--- src/rtl/bullet_pool_renderer.sv ---
// Projectile pool: spawns fire requests into free slots, moves live slots once per
// frame, retires them at the screen edge or on a hit, and renders a 4x4 sprite per slot.
module bullet_pool_renderer #(
    parameter int NUM_BULLETS = 10,
    parameter int SPEED       = 4,
    parameter int SCREEN_W    = 640
) (
    input  logic                               Clk,
    input  logic                               Reset,
    input  logic                               frame_clk,
    input  logic [9:0]                         DrawX,
    input  logic [9:0]                         DrawY,
    // Fire handshake: a request is accepted on any edge where fire_valid && fire_ready;
    // fire_ready only depends on pool occupancy, and an unaccepted request is simply dropped
    // for that cycle (the requester keeps fire_valid high until it sees acceptance).
    input  logic                               fire_valid,
    output logic                               fire_ready,
    input  logic [9:0]                         fire_x,
    input  logic [9:0]                         fire_y,
    input  logic                               fire_dir,
    input  logic [NUM_BULLETS-1:0]             hit_clear,
    output logic [NUM_BULLETS-1:0]             active,
    output logic [$clog2(NUM_BULLETS+1)-1:0]   active_count,
    output logic [NUM_BULLETS-1:0]             is_bullet,
    output logic [4*NUM_BULLETS-1:0]           bullet_data
);

    localparam int IW = (NUM_BULLETS > 1) ? $clog2(NUM_BULLETS) : 1;
    localparam int CW = $clog2(NUM_BULLETS+1);

    logic [9:0]             x_q [NUM_BULLETS];
    logic [9:0]             y_q [NUM_BULLETS];
    logic [NUM_BULLETS-1:0] dir_q;
    logic                   frame_clk_q;
    logic                   frame_tick;

    logic                   spawn_en;
    logic [IW-1:0]          spawn_idx;
    logic [NUM_BULLETS-1:0] expire;
    logic [NUM_BULLETS-1:0] move_en;
    logic [NUM_BULLETS-1:0] active_nxt;
    logic [CW-1:0]          count_nxt;
    logic [NUM_BULLETS-1:0]   hit_nxt;
    logic [4*NUM_BULLETS-1:0] data_nxt;

    function automatic logic [3:0] sprite_rom(input logic [1:0] r, input logic [1:0] c);
        logic edge_r;
        logic edge_c;
        edge_r = (r == 2'd0) || (r == 2'd3);
        edge_c = (c == 2'd0) || (c == 2'd3);
        if (edge_r) sprite_rom = edge_c ? 4'd0 : 4'd3;
        else        sprite_rom = edge_c ? 4'd3 : 4'd7;
    endfunction

    assign fire_ready = |(~active);
    assign frame_tick = frame_clk & ~frame_clk_q;

    always_comb begin
        spawn_en   = 1'b0;
        spawn_idx  = '0;
        expire     = '0;
        move_en    = '0;
        active_nxt = active;
        count_nxt  = '0;
        // Descending scan so the lowest free index wins.
        for (int i = NUM_BULLETS-1; i >= 0; i--) begin
            if (!active[i]) begin
                spawn_en  = fire_valid;
                spawn_idx = IW'(i);
            end
        end
        for (int i = 0; i < NUM_BULLETS; i++) begin
            if (dir_q[i]) expire[i] = {1'b0, x_q[i]} < 11'(SPEED);
            else          expire[i] = ({1'b0, x_q[i]} + 11'(SPEED)) > 11'(SCREEN_W - 4);
            if (active[i]) begin
                if (hit_clear[i])                 active_nxt[i] = 1'b0;
                else if (frame_tick && expire[i]) active_nxt[i] = 1'b0;
                else                              move_en[i]    = frame_tick;
            end else if (spawn_en && spawn_idx == IW'(i)) begin
                active_nxt[i] = 1'b1;
            end
            count_nxt = count_nxt + CW'(active_nxt[i]);
        end
    end

    always_comb begin
        hit_nxt  = '0;
        data_nxt = '0;
        for (int i = 0; i < NUM_BULLETS; i++) begin
            hit_nxt[i] = active[i]
                && ({1'b0, DrawX} >= {1'b0, x_q[i]}) && ({1'b0, DrawX} <= {1'b0, x_q[i]} + 11'd3)
                && ({1'b0, DrawY} >= {1'b0, y_q[i]}) && ({1'b0, DrawY} <= {1'b0, y_q[i]} + 11'd3);
            if (hit_nxt[i])
                data_nxt[4*i +: 4] = sprite_rom(DrawY[1:0] - y_q[i][1:0], DrawX[1:0] - x_q[i][1:0]);
        end
    end

    always_ff @(posedge Clk or posedge Reset) begin
        if (Reset) begin
            frame_clk_q  <= 1'b0;
            active       <= '0;
            active_count <= '0;
            dir_q        <= '0;
            is_bullet    <= '0;
            bullet_data  <= '0;
            for (int i = 0; i < NUM_BULLETS; i++) begin
                x_q[i] <= '0;
                y_q[i] <= '0;
            end
        end else begin
            frame_clk_q  <= frame_clk;
            active       <= active_nxt;
            active_count <= count_nxt;
            is_bullet    <= hit_nxt;
            bullet_data  <= data_nxt;
            for (int i = 0; i < NUM_BULLETS; i++) begin
                if (move_en[i]) begin
                    x_q[i] <= dir_q[i] ? x_q[i] - 10'(SPEED) : x_q[i] + 10'(SPEED);
                end else if (!active[i] && spawn_en && spawn_idx == IW'(i)) begin
                    // A fresh spawn takes fire_x unmoved even on a frame tick.
                    x_q[i]   <= fire_x;
                    y_q[i]   <= fire_y;
                    dir_q[i] <= fire_dir;
                end
            end
        end
    end

endmodule

--- config.mk ---
export PLATFORM = sky130hd
export DESIGN_NAME = bullet_pool_renderer
export DESIGN_NICKNAME = d
export VERILOG_FILES = /design/src/rtl/bullet_pool_renderer.sv
export SDC_FILE = /design/constraint.sdc
export NUM_CORES = 1
export LEC_CHECK = 0
export CAP_MARGIN = 20
export CORE_ASPECT_RATIO = 0.5
export CORE_MARGIN = 5
export CORE_UTILIZATION = 35
export CTS_CLUSTER_DIAMETER = 80
export DETAILED_ROUTE_END_ITERATION = 10
export PLACE_DENSITY = 0.48
export SLEW_MARGIN = 20
export SYNTH_ARGS = -nofsm -noshare
export SYNTH_HDL_FRONTEND = slang
export SYNTH_SLANG_ARGS = --single-unit
--- constraint.sdc ---
create_clock -name Clk -period 18.22 [get_ports Clk]
set_input_delay 3.644 -clock Clk [delete_from_list [all_inputs] [get_ports Clk]]
set_output_delay 3.644 -clock Clk [all_outputs]
set_load 0.01 [all_outputs]
Word level (Yosys, flattened, before mapping)
Index checks and enable logic that the tools add are counted.
- flip-flop bits (word level): 275
- bits in latches: 0
- bits in writable memories: 0
- memory bits (read-only): 0
- input bits: 55
- output and inout bits: 65
- memories: 0
- add/subtract/negate cells: 79
- multipliers: 0
- divide/modulo/power cells: 0
- $lt $le $gt $ge: 60
- eq/ne operators: 29
- shift-type cells: 0
- mux-type cells: 170
- bitwise operators: 13
- reduce and logical (&&, ||, !) cells: 152
- operators by type and width (operator ; number):
    $mux W10 ; 30
    $add A10 B2 Y11 const B ; 20
    $le A10 B11 Y1 ; 20
    $ge A10 B10 Y1 ; 20
    $add A10 B3 Y11 const B ; 10
    $gt A11 B10 Y1 const B ; 10
    $add A10 B3 Y10 const B ; 10
    $lt A10 B3 Y1 const B ; 10
    $sub A10 B3 Y10 const B ; 10
    $mux W1 ; 90
    $mux W3 ; 30
    $logic_and A1 B1 Y1 ; 80
    $eq A2 B2 Y1 const B ; 20
    $logic_not A2 Y1 ; 20
    $mux W4 ; 10
    $sub A2 B2 Y2 ; 20
    $add A4 B1 Y4 ; 6
    $logic_or A1 B1 Y1 ; 20
    $mux W2 ; 10
    $reduce_and A2 Y1 ; 10
    $reduce_bool A2 Y1 ; 10
    $eq A4 B3 Y1 const B ; 4
    $not A1 Y1 ; 11
    $logic_not A1 Y1 ; 10
    other kinds (10) ; 12

Longest topological paths before layout
Gate-level depths: netlist of run 1.
- word-level depth: 23
- gate-level depth with buffers: 20
- depth with buffers taken out: 19

Worst setup path before layout of run 1
No wires, ideal clock.
- kind: input port to flip-flop
- start point: in fire_valid
- end point: reg active_count[2]
- setup time: 123 ps
- arrival time: 7091 ps
- data required time: 18097 ps
- slack: 11006 ps
- stages on the path: 15
- path buffers: 2
- path through: nand3_1 > or3_1 > buf_1 > nor4_2 > buf_6 > a31o_2 > fa_1 > fa_1 > inv_1 > fa_1 > inv_1 > ha_1 > inv_1 > fa_1 > xnor2_1
- elaborated cells on any way between the ends: 49
- those cells by class: add/sub (9); mux (30); reduce/logical (10)
- RTL lines (item ; RTL line ; text):
    start, declared ; 16 ; input logic fire_valid,
    $mux W1 (9 in a row) ; 67 ; if (!active[i]) begin
    $mux W1 (*) ; 67 ;
    $logic_and A1 B1 Y1 (*) ; 79 ; end else if (spawn_en && spawn_idx == IW'(i)) begin
    $mux W1 (*) ; 79 ;
    $mux W1 (*) ; 75 ; if (active[i]) begin
    named net active_nxt[9] ; 41 ; logic [NUM_BULLETS-1:0] active_nxt;
    $add A4 B1 Y4 (*) ; 82 ; count_nxt = count_nxt + CW'(active_nxt[i]);
    named net count_nxt[2] ; 42 ; logic [CW-1:0] count_nxt;
    end signal, assigned ; 113 ; active_count <= count_nxt;
    end, declared ; 23 ; output logic [$clog2(NUM_BULLETS+1)-1:0] active_count,
Mark *: on every way through the listed nets, which the timed path passes. The rest lies on a longest branch.
A chain may end at the register's enable or synchronous reset.

Worst setup path in the final report of run 1
- start point: in fire_valid
- end point: reg active_count[2]
- elaborated cells on any way between the ends: 49
- those cells by class: add/sub (9); mux (30); reduce/logical (10)
- RTL lines (item ; RTL line):
    $mux W1 (9 in a row) ; 67
    $mux W1 (*) ; 67
    $logic_and A1 B1 Y1 (*) ; 79
    $mux W1 (*) ; 79
    $mux W1 (*) ; 75
    named net active_nxt[5] ; 41
    $add A4 B1 Y4 (*) (5 in a row) ; 82
    named net count_nxt[2] ; 42
Marks and branches as above.

==> reports/qor.csv, run 1 <==
stage,metric,value,unit
synthesis,synth_most_common_cell,ha_1,
global_routing,grt_max_degree,89,
placement,portBuffers,109,
synthesis,synth_seq_cells,255,
cells_and_area,postLayoutCoreUtil,0.394,
global_routing,grt_pass1_vias,22900,
drt,wl_per_cell,20.9,µm
floorplanning,dieArea,81500,µm²
setup_path,critPathRequiredTime,18.73,ns
setup_path,cp_max_fo,12,
synthesis,syn-cell-area,26400,µm²
sta,setup_violations,0,
sta,fin_skew,0.0282,ns
setup_path,critPathKind,in2reg,
pwr,ir_drop,0.0653,mV
sta,min_period,7.67,ns
setup_path,worstPathArrival,8.18,ns
floorplanning,die_y,204,µm
clocking,cts_hold_buf,0,
global_routing,antenna_found_initial,4,
pwr,power_density,86.7,nW/µm²
clocking,numCtsBuffers,31,
drt,via_count,23200,
sta,post-route-period-util,0.421,
sta,drv_slew,0,
sta,hold_violations,0,
placement,gp_congestion,0.902,
drt,wl,88400,µm
synthesis,yosysTopAreaCellShare,0.241,
clocking,h-tree-depth,1,
clocking,ctsResizeCount,0,
synthesis,synthTopCellsByArea,"dfrtp_1 (24%), ha_1 (21%), xnor2_1 (5.4%), o21ai_0 (5.0%), nand2_1 (4.4%)",
synthesis,ys.flop_type,dfrtp_1,
global_routing,grt_remaining_overflow,0,
floorplanning,io_pins,120,
clocking,clkTransAtPathRegs,0.06,ns
synthesis,syn_avg_cell_area,8.43,µm²
floorplanning,core_area,75000,µm²
global_routing,grt.total_usage,0.215,
drt,dr.pass1.iters,5,
cells_and_area,fillers,7646,
floorplanning,row_count,71,
floorplanning,die_w,399,µm
setup_path,startpoint_type,input port,
sta,max_freq,130,MHz
run,max-cap-violations,0,
status,status,"finished, final reports clean",
cells_and_area,drive_gt1_frac,0.0500,
drt,ant_nets,0,
synthesis,synth_edf_count,0,
synthesis,synthDistinctLibCells,97,
setup_path,end_kind,flip-flop,
hold_path,hold_class,reg2reg,
synthesis,seq_area_frac_synth,0.241,
global_routing,grt_pass1_wl,137000,µm
drt,drt_iter0_markers,1599,
sta,whs,0.599,ns
synthesis,synth_common_cells,"ha_1 (452), nand2_1 (308), inv_1 (270)",
sta,finalSetupTns,0,ns
floorplanning,initial_core_util,0.353,
cells_and_area,areaGrowthSynthToFinish,11.6,%
cells_and_area,multi_input_area,18300,µm²
synthesis,yosys.area.top_type,dfrtp_1,
synthesis,ys_async_sr_fraction,1.00,
cells_and_area,seqCellArea,6380,µm²
sta,worstMarginPinSlew,1.16,ns
clocking,cts.sinks,255,
drt,drcViolationCount,0,
sta,relSlewSlack,0.225,
pwr,p_total,2.56,mW
clocking,cts_tree,done,
drt,via_per_inst,5.51,
clocking,post-cts-setup-buffers,0,
clocking,cts-root-buf,clkbuf_16,
cells_and_area,nets,3705,
clocking,worstSkewPairLatency,0.63,ns
pwr,p_leak,13.4,nW
synthesis,yosys_warnings,0,
synthesis,syn_inst,3137,
clocking,cts_max_path_buffers,3,
placement,hpwl,63300,µm
sta,rsz0062_at_grt,no,
per-stage QoR:
step                      std cells  setup WS [ns]  area (µm²)
final                          4221          10.55       29500
after global routing           4220          10.31       29500
after CTS                      4219          10.63       29500
after detailed placement       4161           9.98       28400
after global placement         4161           9.99       28400
after floorplan                3146           7.56       26500
kinds of logic (layout without fill, tap and decap cells):
family | Yosys count | count (layout) | synth area share
buf+inv | 429 | 480 | 0.0684
compound gates | 783 | 783 | 0.196
mux | 42 | 42 | 0.0168
other cells | 1 | 12 | 0.000142
flops | 255 | 255 | 0.241
xor+xnor | 198 | 198 | 0.0656
fa+ha+maj | 478 | 478 | 0.234
simple gates | 951 | 951 | 0.178
sequential cells by signal, indices dropped and copies added, names as in the netlist:
| register | flops |
|---|---|
| active | 10 |
| active_count | 4 |
| bullet_data | 20 |
| dir_q | 10 |
| frame_clk_q | 1 |
| is_bullet | 10 |
| x_q | 100 |
| y_q | 100 |
power breakdown:
| group | internal, mW | switching, mW |
|---|---|---|
| Sequential | 0.646 | 0.127 |
| Combinational | 0.462 | 0.615 |
| Clock | 0.422 | 0.287 |
worst paths after layout:
check / from / endpoint / slack, ns / cells past startpoint
worst max-delay path: fire_valid / active_count[2]$_DFF_PP0_ / 10.55 / 14
max in group asynchronous: Reset / active[4]$_DFF_PP0_ / 13.14 / 3
worst max register to register: x_q[2]$_DFFE_PP0P_ / active_count[2]$_DFF_PP0_ / 13.08 / 17
min in group asynchronous: Reset / y_q[97]$_DFFE_PP0P_ / 3.57 / 2
worst min register to register: y_q[38]$_DFFE_PP0P_ / y_q[38]$_DFFE_PP0P_ / 0.60 / 2
worst min-delay path: y_q[38]$_DFFE_PP0P_ / y_q[38]$_DFFE_PP0P_ / 0.60 / 2
placed cells by master, fill, tap and decap left out, types with 33 or more instances in the layout:
cell type and instances:
ha_1 452, xnor2_1 162, xor2_1 36, a21o_1 41
nand2_1 308, inv_1 269, o211ai_1 33, o21a_1 56
dfrtp_1 255, a21oi_1 104, o21ai_0 262, nand4_1 52
or3_1 33, nand3_1 97, a31oi_1 37, nor3_1 83
buf_4 41, nor2_1 151, nor2b_1 66, clkdlybuf4s50_1 107
critical path: stages:
cell and delay [ns]:
clkdlybuf4s50_1 0.70, and3_1 0.30, nand3_1 0.26, or3_1 0.60, o21ai_0 0.34, fa_1 0.53
fa_1 0.49, inv_1 0.05, fa_1 0.43, inv_1 0.07, ha_1 0.16, inv_1 0.07
fa_1 0.41, xnor2_1 0.14
cell type report:
type | instances | share of cell area
multi-input cells | 2462 | 0.621
flip-flops and latches | 255 | 0.216
repair buffers | 150 | 0.0471
well taps | 1022 | 0.0433
inverters | 272 | 0.0349
clock buffers | 45 | 0.0301
clock inverters | 13 | 0.00755
diodes | 2 | 0.000170
routing by layer:
layer,vias up,GRT usage,part of all wire
met2,471,0.346,0.44
met3,82,0.0213,0.043
met1,11400,0.315,0.50
met4,0,0.0383,0.018
met5,-,0,0
li1,11300,-,-
Power figures use the tool's default switching activity.
==> inputs of run 2 (changes only) <==
==> constraint.sdc (replaced) <==
create_clock -name Clk -period 7.2 [get_ports Clk]
set_input_delay 1.44 -clock Clk [delete_from_list [all_inputs] [get_ports Clk]]
set_output_delay 1.44 -clock Clk [all_outputs]
set_load 0.01 [all_outputs]
==> run 2 against run 1 <==
Compared with the run above:
- sequential cell count stayed put
- critical endpoint unchanged
- sequential share of layout area is essentially flat
- power increased by 150%
- critical path depth stayed put
- setup slack worse by 8.8 ns
- core utilization is essentially flat
- hold slack got worse by 0.0074 ns
- wire length grew 1.0%
- clock skew shrank 0.016 ns
- die area stayed put
==> reports/qor.csv, run 2 (synthesis results as in run 1) <==
stage,metric,value,unit,change
pwr,power_density,217,nW/µm²,+150%
cells_and_area,most-common-layout-cells,"ha_1 (452), nand2_1 (308), inv_1 (269)",,
clocking,cts_max_path_buffers,3,,unchanged
setup_path,slowest_stage,clkdlybuf4s50_1,,
drt,wl,89300,µm,+1.0%
cells_and_area,areaGrowthSynthToFinish,11.5,%,
sta,setup_violations,0,,unchanged
setup_path,critPathKind,in2reg,,
global_routing,grt_remaining_overflow,0,,unchanged
clocking,cts.sinks,255,,unchanged
floorplanning,dieArea,81500,µm²,unchanged
sta,finalSetupTns,0,ns,unchanged
global_routing,antenna_found_initial,2,,-2
clocking,cts_tree,done,,
floorplanning,initial_core_util,0.353,,unchanged
pwr,p_int,3.78,mW,+150%
floorplanning,die_y,204,µm,unchanged
floorplanning,die_w,399,µm,unchanged
drt,drcViolationCount,0,,unchanged
placement,postPlaceCellArea,28400,µm²,about the same
sta,post-route-period-util,0.756,,
clocking,ctsResizeCount,0,,unchanged
cells_and_area,drive_gt1_frac,0.0519,,+0.00184
drt,via_per_inst,5.52,,+0.25%
pwr,p_total,6.39,mW,+150%
cells_and_area,top_regs,"x_q x100, y_q x100, bullet_data x20",,
cells_and_area,final_area,29500,µm²,-0.12%
placement,portBuffers,109,,unchanged
sta,min_period,5.45,ns,
global_routing,top_usage_layer,met2,,
setup_path,cp_max_fo,12,,unchanged
global_routing,grt_use_met3,0.0295,,+0.00820
run,max-cap-violations,0,,unchanged
drt,wl_per_cell,21.2,µm,+1.0%
clocking,post-cts-setup-buffers,0,,unchanged
clocking,numCtsBuffers,31,,unchanged
global_routing,grt_pass1_vias,22700,,-0.72%
pwr,power_frac_seq,0.305,,+0.003
global_routing,grt.total_usage,0.216,,+0.00111
sta,drv_slew,0,,unchanged
drt,ant_nets,0,,unchanged
floorplanning,core_area,75000,µm²,unchanged
setup_path,critPathRequiredTime,7.69,ns,-11.04 ns
hold_path,hold_class,reg2reg,,
setup_path,timing.critical_path.buf_inv,4,,unchanged
floorplanning,io_pins,120,,unchanged
clocking,cts-root-buf,clkbuf_16,,
cells_and_area,fillers,7729,,+1.1%
sta,worstMarginPinSlew,1.12,ns,-0.0365 ns
setup_path,cpPeakStageDelay,0.71,ns,about the same
drt,via_count,23300,,+0.25%
clocking,clkTransAtPathRegs,0.07,ns,about the same
sta,relSlewSlack,0.249,,+0.0244
sta,fin_skew,0.0126,ns,-0.0156 ns
pwr,ir_drop,0.140,mV,+110%
setup_path,worstPathArrival,5.94,ns,-2.24 ns
global_routing,grt.met2_usage,0.334,,-0.0113
drt,dr.pass1.iters,6,,+1
placement,gp_congestion,0.880,,-2.5%
pwr,power_frac_comb,0.429,,+0.009
pwr,switching_power,2.61,mW,+150%
cells_and_area,seqCellArea,6380,µm²,unchanged
sta,hold_violations,0,,unchanged
cells_and_area,nets,3708,,+0.081%
cells_and_area,multi_input_area,18300,µm²,unchanged
sta,rsz0062_at_grt,no,,
pwr,clockPowerShare,0.266,,-0.011
placement,hpwl,64400,µm,+1.7%
floorplanning,row_count,71,,unchanged
setup_path,crit_family,adder cells,,
setup_path,crit_top_cell,fa_1,,
clocking,cts_hold_buf,0,,unchanged
drt,drt_iter0_markers,1857,,+16%
setup_path,end_kind,flip-flop,,
pwr,switching_share,0.408,,+0.00594
sta,max_freq,184,MHz,
setup_path,crit_chain,clkdlybuf4s50_1 > and3_1 > nand3_1 > or3_1 > o21ai_0 > fa_1 > fa_1 > inv_1 > fa_1 > inv_1 > ha_1 > inv_1 > fa_1 > xnor2_1,,
global_routing,grt_pass1_wl,137000,µm,-0.14%
status,status,"finished, final reports clean",,
cells_and_area,n_antenna_cell,0,,-2
setup_path,startpoint_type,input port,,
clocking,h-tree-depth,1,,unchanged
global_routing,use_met1,0.320,,+0.00497
pwr,p_leak,13.4,nW,-0.11%
clocking,worstSkewPairLatency,0.61,ns,-0.02 ns
global_routing,grt_max_degree,161,,+81%
cells_and_area,layout_commonest_cell,ha_1,,
==> run 2: cell count changes in the layout (fill, tap and decap cells not counted), sizes merged, moves of 2 or more <==
cell	previous run	this run
bufinv	6	3
clkinvlp	0	3
buf	43	47
inv	272	269
diode	2	0
clkinv	7	10
==> run 2: final cells by class <==
class                      count  area share
tap                         1022      0.0434
timing repair buffer         153      0.0483
multi-input combinational   2462       0.621
clock buffer                  44      0.0307
sequential                   255       0.217
inverter                     272      0.0348
clock inverter                13     0.00493
==> run 2: power by group through the flow <==
| stage | sequential, mW | combinational (mW) | clock [mW] |
|---|---|---|---|
| finish | 1.95 | 2.74 | 1.70 |
| global route | 1.98 | 3.12 | 1.81 |
| CTS | 1.94 | 2.75 | 1.76 |
| detailed placement | 1.97 | 2.73 | 0 |
| global placement | 1.97 | 2.70 | 0 |
| floorplan | 1.79 | 2.10 | 0 |
==> run 2: metrics by stage <==
stage,utilization,hold WS [ns],cells,worst slack (ns)
final,0.393,0.592,4221,1.75
after global routing,0.393,0.618,4221,1.59
after global placement,0.379,0.572,4163,1.25
after floorplan,-,0.538,3146,2.19
after CTS,0.393,0.592,4220,1.84
after detailed placement,0.379,0.577,4163,1.19
==> run 2: tightest hold or removal path: stages, from the launching register on <==
cell and delay (ns):
dfrtp_1 0.32, inv_1 0.08, o21ai_0 0.16
==> run 2: worst paths after layout <==
kind                                     startpoint                         to  slack, ns  cells past startpoint
worst max-delay path                     fire_valid  active_count[2]$_DFF_PP0_       1.75                     14
worst min-delay path            y_q[18]$_DFFE_PP0P_        y_q[18]$_DFFE_PP0P_       0.59                      2
worst max register to register   x_q[2]$_DFFE_PP0P_  active_count[2]$_DFF_PP0_       2.11                     16
worst min register to register  y_q[18]$_DFFE_PP0P_        y_q[18]$_DFFE_PP0P_       0.59                      2
max in group asynchronous                     Reset        y_q[70]$_DFFE_PP0P_       4.44                      3
min in group asynchronous                     Reset         y_q[6]$_DFFE_PP0P_       1.32                      2
==> run 2: per-layer routing <==
layer	wire length (µm)	vias to the layer above
met5	0	-
met4	2090	0
met3	4920	120
met2	38000	562
met1	44300	11300
li1	-	11300
